### src/rtl/fan_mode_controller.sv
// Fan operating-mode controller: turns button pulses into the fan state,
// generates the 100 ms / 200 ms strobes and runs the 0-90 s auto-off timer.
module fan_mode_controller #(
  parameter int TICK_CYCLES = 10_000_000
) (
  input  logic       clk,
  input  logic       rst,
  input  logic       btn_power,
  input  logic       btn_speed,
  input  logic       btn_timer,
  input  logic       battery_empty,
  output logic [1:0] state,
  output logic       timer_100ms,
  output logic       timer_200ms,
  output logic [6:0] countdown,
  output logic       timer_active
);

  // state   | meaning
  // ST_OFF  | fan stopped, countdown held at 0
  // ST_LOW  | fan running at low speed
  // ST_HIGH | fan running at high speed
  localparam logic [1:0] ST_OFF  = 2'b00;
  localparam logic [1:0] ST_LOW  = 2'b01;
  localparam logic [1:0] ST_HIGH = 2'b10;

  localparam int TW = (TICK_CYCLES > 1) ? $clog2(TICK_CYCLES) : 1;
  localparam logic [TW-1:0] TICK_LAST = TW'(TICK_CYCLES - 1);

  logic [TW-1:0] tick_cnt_q, tick_cnt_d;
  logic          t100_q, t100_d;
  logic          t200_q, t200_d;
  logic          phase_q, phase_d;
  logic [3:0]    sec_div_q, sec_div_d;
  logic          sec_event;
  logic [1:0]    state_q, state_d;
  logic [6:0]    cd_q, cd_d;
  logic          active_q, active_d;

  // Next timer setting: below 10 -> 10, else up to the next multiple of 10;
  // 90 and above cancels the timer.
  function automatic logic [6:0] timer_step(input logic [6:0] cd);
    logic [6:0] r;
    r = 7'd0;
    for (int i = 9; i >= 1; i--) begin
      if (cd < 7'(i * 10)) r = 7'(i * 10);
    end
    return r;
  endfunction

  // Time base: free-running tick counter, strobes and one-second divider.
  // The phase used for the 200 ms strobe already includes a toggle from a
  // strobe that is high this cycle, so back-to-back strobes also pair up.
  always_comb begin
    tick_cnt_d = (tick_cnt_q == TICK_LAST) ? '0 : tick_cnt_q + TW'(1);
    t100_d     = (tick_cnt_q == TICK_LAST);
    phase_d    = phase_q ^ t100_q;
    t200_d     = t100_d & phase_d;
    sec_div_d  = sec_div_q;
    if (t100_q) sec_div_d = (sec_div_q == 4'd9) ? 4'd0 : sec_div_q + 4'd1;
    sec_event  = t100_q && (sec_div_q == 4'd9);
  end

  // Mode FSM and countdown, one event per cycle in priority order.
  always_comb begin
    state_d = state_q;
    cd_d    = cd_q;
    if (state_q != ST_OFF && battery_empty) begin
      state_d = ST_OFF;
      cd_d    = 7'd0;
    end else if (btn_power) begin
      if (state_q == ST_OFF) begin
        if (!battery_empty) state_d = ST_LOW;
        cd_d = 7'd0;
      end else begin
        state_d = ST_OFF;
        cd_d    = 7'd0;
      end
    end else if (state_q == ST_OFF) begin
      cd_d = 7'd0;
    end else if (sec_event && cd_q == 7'd1) begin
      state_d = ST_OFF;
      cd_d    = 7'd0;
    end else begin
      if (btn_speed) state_d = (state_q == ST_LOW) ? ST_HIGH : ST_LOW;
      // A timer press replaces the decrement that would happen this cycle.
      if (!btn_speed && btn_timer) cd_d = timer_step(cd_q);
      else if (sec_event && cd_q != 7'd0) cd_d = cd_q - 7'd1;
    end
    active_d = (cd_d != 7'd0);
  end

  // Registers with synchronous reset.
  always_ff @(posedge clk) begin
    if (rst) begin
      tick_cnt_q <= '0;
      t100_q     <= 1'b0;
      t200_q     <= 1'b0;
      phase_q    <= 1'b0;
      sec_div_q  <= 4'd0;
      state_q    <= ST_OFF;
      cd_q       <= 7'd0;
      active_q   <= 1'b0;
    end else begin
      tick_cnt_q <= tick_cnt_d;
      t100_q     <= t100_d;
      t200_q     <= t200_d;
      phase_q    <= phase_d;
      sec_div_q  <= sec_div_d;
      state_q    <= state_d;
      cd_q       <= cd_d;
      active_q   <= active_d;
    end
  end

  assign state        = state_q;
  assign timer_100ms  = t100_q;
  assign timer_200ms  = t200_q;
  assign countdown    = cd_q;
  assign timer_active = active_q;

endmodule
### config.mk
export PLATFORM = sky130hd
export DESIGN_NAME = fan_mode_controller
export DESIGN_NICKNAME = d
export VERILOG_FILES = /design/src/rtl/fan_mode_controller.sv
export SDC_FILE = /design/constraint.sdc
export NUM_CORES = 1
export LEC_CHECK = 0
export BUFFER_PORTS_ARGS = -buffer_cell sky130_fd_sc_hd__buf_2
export CELL_PAD_IN_SITES_DETAIL_PLACEMENT = 2
export CELL_PAD_IN_SITES_GLOBAL_PLACEMENT = 2
export CORE_MARGIN = 5
export CORE_UTILIZATION = 33
export DETAILED_ROUTE_END_ITERATION = 10
export MAX_ROUTING_LAYER = met4
export PLACE_DENSITY = 0.76
export SLEW_MARGIN = 20
export SYNTH_ARGS = -nofsm -noshare
export SYNTH_HDL_FRONTEND = slang
export SYNTH_SLANG_ARGS = --single-unit
### constraint.sdc
create_clock -name clk -period 2 [get_ports clk]
set_clock_uncertainty 0.2 [all_clocks]
set_input_delay 0.2 -clock clk [delete_from_list [all_inputs] [get_ports clk]]
set_output_delay 0.2 -clock clk [all_outputs]
set_load 0.02 [all_outputs]
# After elaboration in Yosys (flattened, before gate mapping)
# Cells that the tools add are included.
# Widths: inputs -> output; s select.
dict set report classes {
  add_sub_neg 3
  magnitude_cmp 9
  eq_ne 6
  muxes 23
  bitwise_logic 2
  n_reduce_logical 14
}
# cell n
set op_table {}
lappend op_table {{$mux 7} 15}
lappend op_table {{$add 24x1->24 const B} 1}
lappend op_table {{$eq 24x24->1 const B} 1}
lappend op_table {{$lt 7x6->1 const B} 3}
lappend op_table {{$lt 7x7->1 const B} 3}
lappend op_table {{$lt 7x5->1 const B} 2}
lappend op_table {{$mux 2} 7}
lappend op_table {{$reduce_bool 7->1} 2}
lappend op_table {{$eq 7x1->1 const B} 1}
lappend op_table {{$lt 7x4->1 const B} 1}
lappend op_table {{$sub 7x1->7 const B} 1}
lappend op_table {{$logic_and 1x1->1} 5}
lappend op_table {{$add 4x1->4 const B} 1}
lappend op_table {{$eq 4x4->1 const B} 1}
lappend op_table {{$mux 4} 1}
lappend op_table {{$ne 2x2->1 const B} 2}
lappend op_table {{$reduce_or 2->1} 2}
lappend op_table {{$reduce_and 3->1} 1}
lappend op_table {{$reduce_bool 3->1} 1}
lappend op_table {{$eq 2x1->1 const B} 1}
lappend op_table {{$logic_not 2->1} 1}
lappend op_table {{$reduce_bool 2->1} 1}
lappend op_table {{$and 1x1->1} 1}
lappend op_table {{$logic_not 1->1} 1}
lappend op_table {{$xor 1x1->1} 1}
dict set report word_totals {
  register_bits 41
  output_inout_bits 12
  elab_cells 65
}

# Longest topological paths before layout
# Gate-level depths: netlist (run 1).
dict set report logic_depth {
  ltp_word 16
  mapped_depth 9
  depth_no_buf 8
}

# Worst setup path after synthesis (run 1)
# Ideal clock, no wire load.
dict set report synth_timing {
  path_type {reg-to-reg}
  startpoint {register cd_q[1] (netlist: countdown[1])}
  endpoint {register active_q (netlist: timer_active)}
  setup_ns 0.124
  arrival_time_ns 2.068
  t_required_ns 1.676
  path_slack_ns -0.392
  path_stages_with_launch 10
  n_path_buf 1
  path_cell_list {dfxtp_1 -> buf_2 -> inv_1 -> ha_1 -> and4bb_1 -> and3_4 -> mux2_4 -> a32o_1 -> nor3b_1 -> o211ai_2}
}
dict set report synth_via {
  elab_chain_len 16
  elab_cells_between_ends 30
  cone_classes {add/sub (1); order compare (9); eq/ne (1); mux (15); reduce/logical (4)}
}
# element line
set synth_lines {}
lappend synth_lines {{from (decl)} 37} ;# logic [6:0] cd_q, cd_d;
lappend synth_lines {{from (signal assigned)} 102} ;# cd_q <= 7'd0;
lappend synth_lines {{from (signal assigned)} 111} ;# cd_q <= cd_d;
lappend synth_lines {{$lt 7x7->1} 46} ;# if (cd < 7'(i * 10)) r = 7'(i * 10);
lappend synth_lines {{$mux 7 (9 in series)} 46}
lappend synth_lines {{$mux 7} 87} ;# if (!btn_speed && btn_timer) cd_d = timer_step(cd_q);
lappend synth_lines {{$mux 7 *} 81} ;# end else if (sec_event && cd_q == 7'd1) begin
lappend synth_lines {{$mux 7 *} 79} ;# end else if (state_q == ST_OFF) begin
lappend synth_lines {{$mux 7 *} 71} ;# end else if (btn_power) begin
lappend synth_lines {{$mux 7 *} 68} ;# if (state_q != ST_OFF && battery_empty) begin
lappend synth_lines {{$reduce_bool 7->1 *} 90} ;# active_d = (cd_d != 7'd0);
lappend synth_lines {{to (signal assigned)} 112} ;# active_q <= active_d;
lappend synth_lines {{to (decl)} 38} ;# logic active_q, active_d;
# Mark *: on every way between the ends. The rest lies on a longest branch, timed or not.
# A chain may end at the register's enable or synchronous reset.

# Worst setup path after layout (run 1)
dict set report layout_timing {
  startpoint {register cd_q[0] (netlist: countdown[0])}
  endpoint {register active_q (netlist: timer_active)}
}
# Same word-level chain as after synthesis.

==> impl_summary.txt, run 1 <==
----------------------------------------------------
[Finish]
  Ant. Diodes ... 0
  Final Core Density ... 0.525
  Area growth from synthesis to final layout ... 54.1%
  Filler-free cell count of the finished design ... 449
  Multi-input gate area in the final layout ... between 1500 and 2000 µm²
  Nets ... between 300 and 400
  Total area of sequential cells ... 840 µm²
  Share of layout cells above drive strength 1 ... 0.465
  Design area ... 3570 µm²
  Number of fillers in the final layout ... 697

[Outcome]
  Violations in the final reports ... negative setup slack
  Status ... finished, violations left

[Synth]
  Register bit total from synthesis ... 41
  Leading cell types by total area after synthesis ... dfxtp_1 35%, nor2_1 6.6%, xor2_1 6.1%
  Number of nets produced by synthesis ... 282
  Share of synthesized registers carrying an async set or reset ... 0
  Synth top area share ... 0.354
  List of most frequent post-synthesis cells ... 41 x dfxtp_1, 41 x nor2_1, 21 x nand2_1
  Gate count of the mapped netlist ... 272
  Post-synthesis sequential area ratio ... 0.354
  Cell taking the most area after synthesis ... dfxtp_1
  Count of cell types in the netlist ... 65
  Top flip-flop cell by instance count after synthesis ... dfxtp_1
  Mapped Area ... 2320 µm²
  Post-Synthesis Mean Instance Area ... 8.51 µm²
  Post-synth EDFFs ... 0
  Yosys Warn Count ... 0

[Die]
  Vertical die dimension ... 93.8 µm
  Core box area ... 6790 µm²
  Die Footprint ... 8790 µm²
  Initial core utilization ... 0.341
  Overall die width ... 93.8 µm
  I/O pin cnt ... 18
  Cell row count ... 30

[GRT]
  Global-route total usage across every layer ... 0.223
  Pin count of the biggest net entering global routing ... 17
  Antenna violations before repair ... 0
  Overall overflow remaining after global route ... 0
  Wire length of the first global-routing pass ... 14700 µm
  Vias in the first global route ... between 2000 and 3000

[Setup path]
  Maximum fanout along the worst path ... 3
  Path depth of the worst reg2reg path ... 9
  Setup crit end kind ... flip-flop
  Worst Path Class, Setup ... flip-flop to flip-flop
  Worst setup SP type ... flip-flop
  Required time of the critical path ... roughly 2 ns
  Data arrival time of the critical path ... 2.36 ns

[Timing]
  Period utilisation layout ... 1.18
  Tmin final ... 2.37 ns
  Final hold violations ... 0
  Achievable clock frequency ... 422 MHz
  Endpoints failing setup ... 33
  Relative slew slack ... 0.690
  Setup repair after global routing missed its margin ... true
  Max Slew Vio Count ... 0
  Slew of the pin with the lowest slew margin ... 0.462 ns
  Final critical-path setup slack ... -0.370 ns

[Route]
  Antenna Nets Post-Route ... 0
  Post-DR wirelength/cell ... 26.4 µm
  Via density ... 5.71
  Vias post-DR ... 2563
  Number of optimization iterations in the first detailed-route pass ... 4
  Number of DRC markers in iteration 0 ... 158
  Detailed-route DRC error count ... 0
  Total detailed-routing wirelength ... 11800 µm

[Place]
  Area post-placement ... 2840 µm²
  Count of input and output buffers ... 17
  Inst Count DP ... 420
  HPWL Detailed ... ~5300 µm
  Placer Congestion ... about 0.85

[CTS]
  CTS root buffer ... clkbuf_8
  Clk sinks ... ~40
  CTS tree ... done
  Clock buffers created by TritonCTS ... 5
  Clock slew seen by the registers of the worst setup and hold paths ... 0.10 ns
  Insertion delay to the later sink of the worst-skew pair ... 0.31 ns
  Longest Clk Path Bufs ... 2
  Number of H-tree branching levels ... 2

[Power and ir drop]
  Max VDD drop ... 0.266 mV
  Power density cells ... just under 500 nW/µm²
  Leakage component of the power ... 1.35 nW

[Hold path]
  Hold Path Stages ... 3
  Worst Hold Class ... input port to flip-flop

[Job]
  Max capacitance violation total ... 0

----------------------------------------------------
## per-stage QoR
| stage | hold slack (ns) | power [W] | TNS [ns] | setup slack [ns] |
|---|---|---|---|---|
| floorplan | 0.0793 | 0.000886 | -0.232 | -0.132 |
| global placement | 0.186 | 0.000914 | -0.784 | -0.119 |
| detailed placement | 0.191 | 0.000918 | -2.04 | -0.164 |
| CTS | 0.0575 | 0.00171 | -1.10 | -0.156 |
| global route | 0.0917 | 0.00180 | -5.71 | -0.424 |
| finish | 0.0758 | 0.00174 | -3.51 | -0.370 |
## worst paths after layout
path	from	to	slack (ns)
setup / recovery	countdown[0]$_SDFF_PP0_	timer_active$_SDFF_PP0_	-0.37
hold / removal	rst	timer_100ms$_SDFF_PP0_	0.08
setup reg to reg	countdown[0]$_SDFF_PP0_	timer_active$_SDFF_PP0_	-0.37
hold reg to reg	tick_cnt_q[0]$_SDFF_PP0_	tick_cnt_q[0]$_SDFF_PP0_	0.28
## area by class of cell
type	count	share of cell area
multi-input cells	210	0.487
flip-flops and latches	41	0.235
repair buffers	85	0.197
well taps	96	0.0336
clock buffers	6	0.0263
inverters	9	0.0116
clock inverters	2	0.00981
## critical path: stages (launching register included)
cell      delay (ns)
dfxtp_4         0.37
inv_4           0.08
ha_4            0.12
and4bb_2        0.26
buf_4           0.12
and3_4          0.20
mux2_4          0.30
a32o_2          0.25
nor3b_2         0.21
o211ai_2        0.13
## flip-flops by register name, indices dropped and copies added, names as in the netlist
signal	flops
timer_200ms	1
state	2
timer_active	1
timer_100ms	1
tick_cnt_q	24
countdown	7
sec_div_q	4
phase_q	1
## routing by layer
layer	share of wire	GRT usage	wire length (µm)
met3	0.044	0.0304	519
met5	0	-	0
met2	0.55	0.412	6480
met1	0.36	0.242	4310
met4	0.045	0.0794	528
## cells in the final DEF (no fill, tap or decap), types with 3 or more instances in the layout
cell type   n
buf_4      54
dfxtp_1    34
nand2_1    21
nor2_4     19
buf_2      17
nand3_1    16
nor2_1     14
xor2_1     13
xnor2_1    10
nor2_2      8
buf_6       8
and2_1      7
nand4_1     7
nor3_1      7
inv_1       6
o21ai_0     6
a21oi_1     6
clkbuf_8    5
nor3b_1     4
or3_1       4
nor2b_1     4
dfxtp_4     4
and3_1      3
xor2_2      3
dfxtp_2     3
buf_12      3
## power by group
group          total [W]  internal (W)  switching (W)  leakage (nW)
combinational   0.000129     0.0000548      0.0000743         0.950
sequential      0.000822      0.000817     0.00000558         0.336
clock           0.000792      0.000447       0.000345        0.0663
## what timing repair did
| action | CTS | global route |
|---|---|---|
| hold buffers | 1 | 0 |
| hold endpoints to repair | 1 | 0 |
| cloned | 2 | 1 |
| resized for setup | 29 | 75 |
| setup endpoints to repair | 33 | 34 |
| pin swaps | 13 | 38 |
| buffers inserted | 9 | 13 |
## kinds of logic after synthesis
group                      share of synthesized area
and+or+nand+nor                                0.331
DFF                                            0.354
AOI/OAI and AO/OA                              0.127
xor gates and xnor gates                      0.0983
buffers and inverters                         0.0508
adders and majority gates                     0.0216
muxes                                         0.0162
(Power assumes the default switching activity.)
==> inputs of run 2 (changes only) <==
--- a/config.mk
+++ b/config.mk
@@ -11,6 +11,7 @@
 export CORE_MARGIN = 5
 export CORE_UTILIZATION = 33
 export DETAILED_ROUTE_END_ITERATION = 10
+export HOLD_SLACK_MARGIN = 0.1
 export MAX_ROUTING_LAYER = met4
 export PLACE_DENSITY = 0.76
 export SLEW_MARGIN = 20
==> impl_summary.txt, run 2 (synthesized netlist as in run 1, its figures left out) <==
----------------------------------------------------
[Outcome]
  Status ... finished, violations left
  Violations in the final reports ... negative setup slack

[Power and ir drop]
  Power density cells ... 479 nW/µm² (-2.0%)
  Leakage component of the power ... 1.36 nW (+0.47%)
  Max VDD drop ... 0.438 mV (+65%)

[Job]
  Max capacitance violation total ... 0 (unchanged)

[GRT]
  Antenna violations before repair ... 0 (unchanged)
  Overall overflow remaining after global route ... 0 (unchanged)
  Wire length of the first global-routing pass ... 15700 µm (+6.6%)
  Pin count of the biggest net entering global routing ... 17 (unchanged)
  Vias in the first global route ... 2765 (+2.3%)
  Global-route total usage across every layer ... 0.241 (+0.0178)

[Finish]
  Ant. Diodes ... 0 (unchanged)
  Most common cell after layout, fill and taps aside ... buf_4
  Highest-count cells in the layout ignoring fill and taps ... 51 x buf_4, 29 x dfxtp_1, 20 x nand2_1, 20 x nor2_4, 17 x buf_2
  Multi-input gate area in the final layout ... 1770 µm² (+2.2%)
  Total area of sequential cells ... 848 µm² (+1.0%)
  Nets ... 360 (-0.55%)
  Design area ... 3600 µm² (+0.91%)
  Largest register by flop count ... tick_cnt_q
  Share of layout cells above drive strength 1 ... 0.487 (+0.0226)
  Area growth from synthesis to final layout ... 55.5%
  Number of fillers in the final layout ... 672 (-3.6%)
  Final Core Density ... 0.530 (+0.00479)
  Flip-flop count of the largest register, all copies and words added ... 24 (unchanged)

[Route]
  Total detailed-routing wirelength ... 11300 µm (-4.6%)
  Post-DR wirelength/cell ... 25.2 µm (-4.2%)
  Number of DRC markers in iteration 0 ... 91 (-42%)
  Antenna Nets Post-Route ... 0 (unchanged)
  Detailed-route DRC error count ... 0 (unchanged)
  Vias post-DR ... 2464 (-3.9%)
  Via density ... 5.51 (-3.4%)
  Number of optimization iterations in the first detailed-route pass ... 4 (unchanged)

[CTS]
  Longest Clk Path Bufs ... 2 (unchanged)
  CTS tree ... done
  CTS root buffer ... clkbuf_8
  Number of H-tree branching levels ... 2 (unchanged)
  Clock buffers created by TritonCTS ... 5 (unchanged)
  Insertion delay to the later sink of the worst-skew pair ... 0.31 ns (about the same)
  Clock slew seen by the registers of the worst setup and hold paths ... 0.10 ns (about the same)
  Clk sinks ... 41 (unchanged)

[Timing]
  Setup_tns ... -2.43 ns (+1.08 ns)
  Relative slew slack ... 0.741 (+0.0508)
  Slew of the pin with the lowest slew margin ... 0.388 ns (-0.0734 ns)
  Max Slew Vio Count ... 0 (unchanged)
  Setup repair after global routing missed its margin ... true
  Endpoints failing setup ... 32 (-3.0%)
  Final critical-path setup slack ... -0.235 ns (+0.135 ns)
  Period utilisation layout ... 1.12 (-0.0676)
  Achievable clock frequency ... 448 MHz (+6.1%)
  Final hold violations ... 0 (unchanged)
  Minimum hold slack ... 0.213 ns (+0.137 ns)
  Tmin final ... 2.23 ns (-0.135 ns)

[Setup path]
  Delay contributed by the slowest stage of the critical path ... 0.37 ns (about the same)
  Critical Path, Cell by Cell ... inv_4 > ha_4 > and4bb_1 > buf_6 > nand4_1 > or3_1 > a31o_1 > nor3b_2 > o211ai_2
  FF-to-FF Start ... countdown[0]$_SDFF_PP0_
  Path depth of the worst reg2reg path ... 9 (unchanged)
  Worst Path Class, Setup ... flip-flop to flip-flop
  Critical-path top delay cell ... dfxtp_4
  Setup crit end kind ... flip-flop
  End of the worst register-to-register path ... timer_active$_SDFF_PP0_
  Buffer and inverter count on the worst path ... 2 (unchanged)
  Worst setup SP type ... flip-flop
  Family with the most delay on the worst path ... simple AND/OR/NAND/NOR gates
  Required time of the critical path ... 2.05 ns (+0.06 ns)
  Maximum fanout along the worst path ... 3 (unchanged)
  Slack of the worst reg-to-reg path ... -0.23 ns (+0.14 ns)
  Data arrival time of the critical path ... 2.28 ns (-0.08 ns)

[Die]
  I/O pin cnt ... 18 (unchanged)
  Core box area ... 6790 µm² (unchanged)
  Initial core utilization ... 0.341 (unchanged)
  Cell row count ... 30 (unchanged)
  Overall die width ... 93.8 µm (unchanged)
  Die Footprint ... 8790 µm² (unchanged)
  Vertical die dimension ... 93.8 µm (unchanged)

[Hold path]
  Worst min-delay path endpoint ... state[1]$_SDFFE_PP0P_
  Hold wc startpoint ... btn_speed
  Worst Hold Class ... input port to flip-flop
  Hold Path Stages ... 3 (unchanged)

[Place]
  HPWL Detailed ... 5270 µm (unchanged)
  Count of input and output buffers ... 17 (unchanged)
  Placer Congestion ... 0.850 (unchanged)
  Area post-placement ... 2840 µm² (unchanged)

----------------------------------------------------
[run 2: metrics by stage]
step | power (W) | worst slack (ns) | instances
after floorplan | 0.000886 | -0.132 | 272
after CTS | 0.00171 | -0.156 | 442
final | 0.00172 | -0.235 | 447
after detailed placement | 0.000918 | -0.164 | 420
after global placement | 0.000914 | -0.119 | 420
after global routing | 0.00177 | -0.290 | 447
[run 2: where the power goes]
group          leakage (nW)  switching [W]  internal, W
registers             0.339     0.00000598     0.000815
logic                 0.953      0.0000712    0.0000554
clock network        0.0663       0.000330     0.000446
total                  1.36       0.000407      0.00132
[run 2: metal layers]
layer,global-route usage,part of all wire
met5,-,0
met4,0.0903,0.036
met3,0.0353,0.026
met2,0.442,0.55
met1,0.261,0.39
[run 2: final cells by class]
class,count,share of cell area
clock buffers,6,0.0261
well taps,96,0.0333
inverters,9,0.0115
multi-input cells,210,0.493
repair buffers,83,0.191
clock inverters,2,0.00973
flip-flops and latches,41,0.235
[run 2: how the worst max path moves through the flow]
| stage | startpoint | end | cells past startpoint | slack [ns] |
|---|---|---|---|---|
| after detailed placement | countdown[0]$_SDFF_PP0_ | timer_active$_SDFF_PP0_ | 8 | -0.16 |
| after global routing | countdown[0]$_SDFF_PP0_ | timer_active$_SDFF_PP0_ | 8 | -0.29 |
| after floorplan | countdown[1]$_SDFF_PP0_ | timer_active$_SDFF_PP0_ | 9 | -0.13 |
| after CTS | countdown[0]$_SDFF_PP0_ | timer_active$_SDFF_PP0_ | 8 | -0.16 |
| final | countdown[0]$_SDFF_PP0_ | timer_active$_SDFF_PP0_ | 9 | -0.23 |
| after global placement | countdown[0]$_SDFF_PP0_ | timer_active$_SDFF_PP0_ | 8 | -0.12 |
[run 2: worst min-delay path, stage by stage]
cell	delay [ns]
buf_2	0.15
o21ai_0	0.12
and3_1	0.19
[run 2: timing repair]
item / in CTS / in global routing
buffers inserted: 9 / 7
endpoints found under the hold margin: 10 / 0
pin swaps: 13 / 35
cloned: 2 / 1
resized for setup: 29 / 86
hold buffers: 3 / 0
endpoints found under the setup margin: 33 / 35
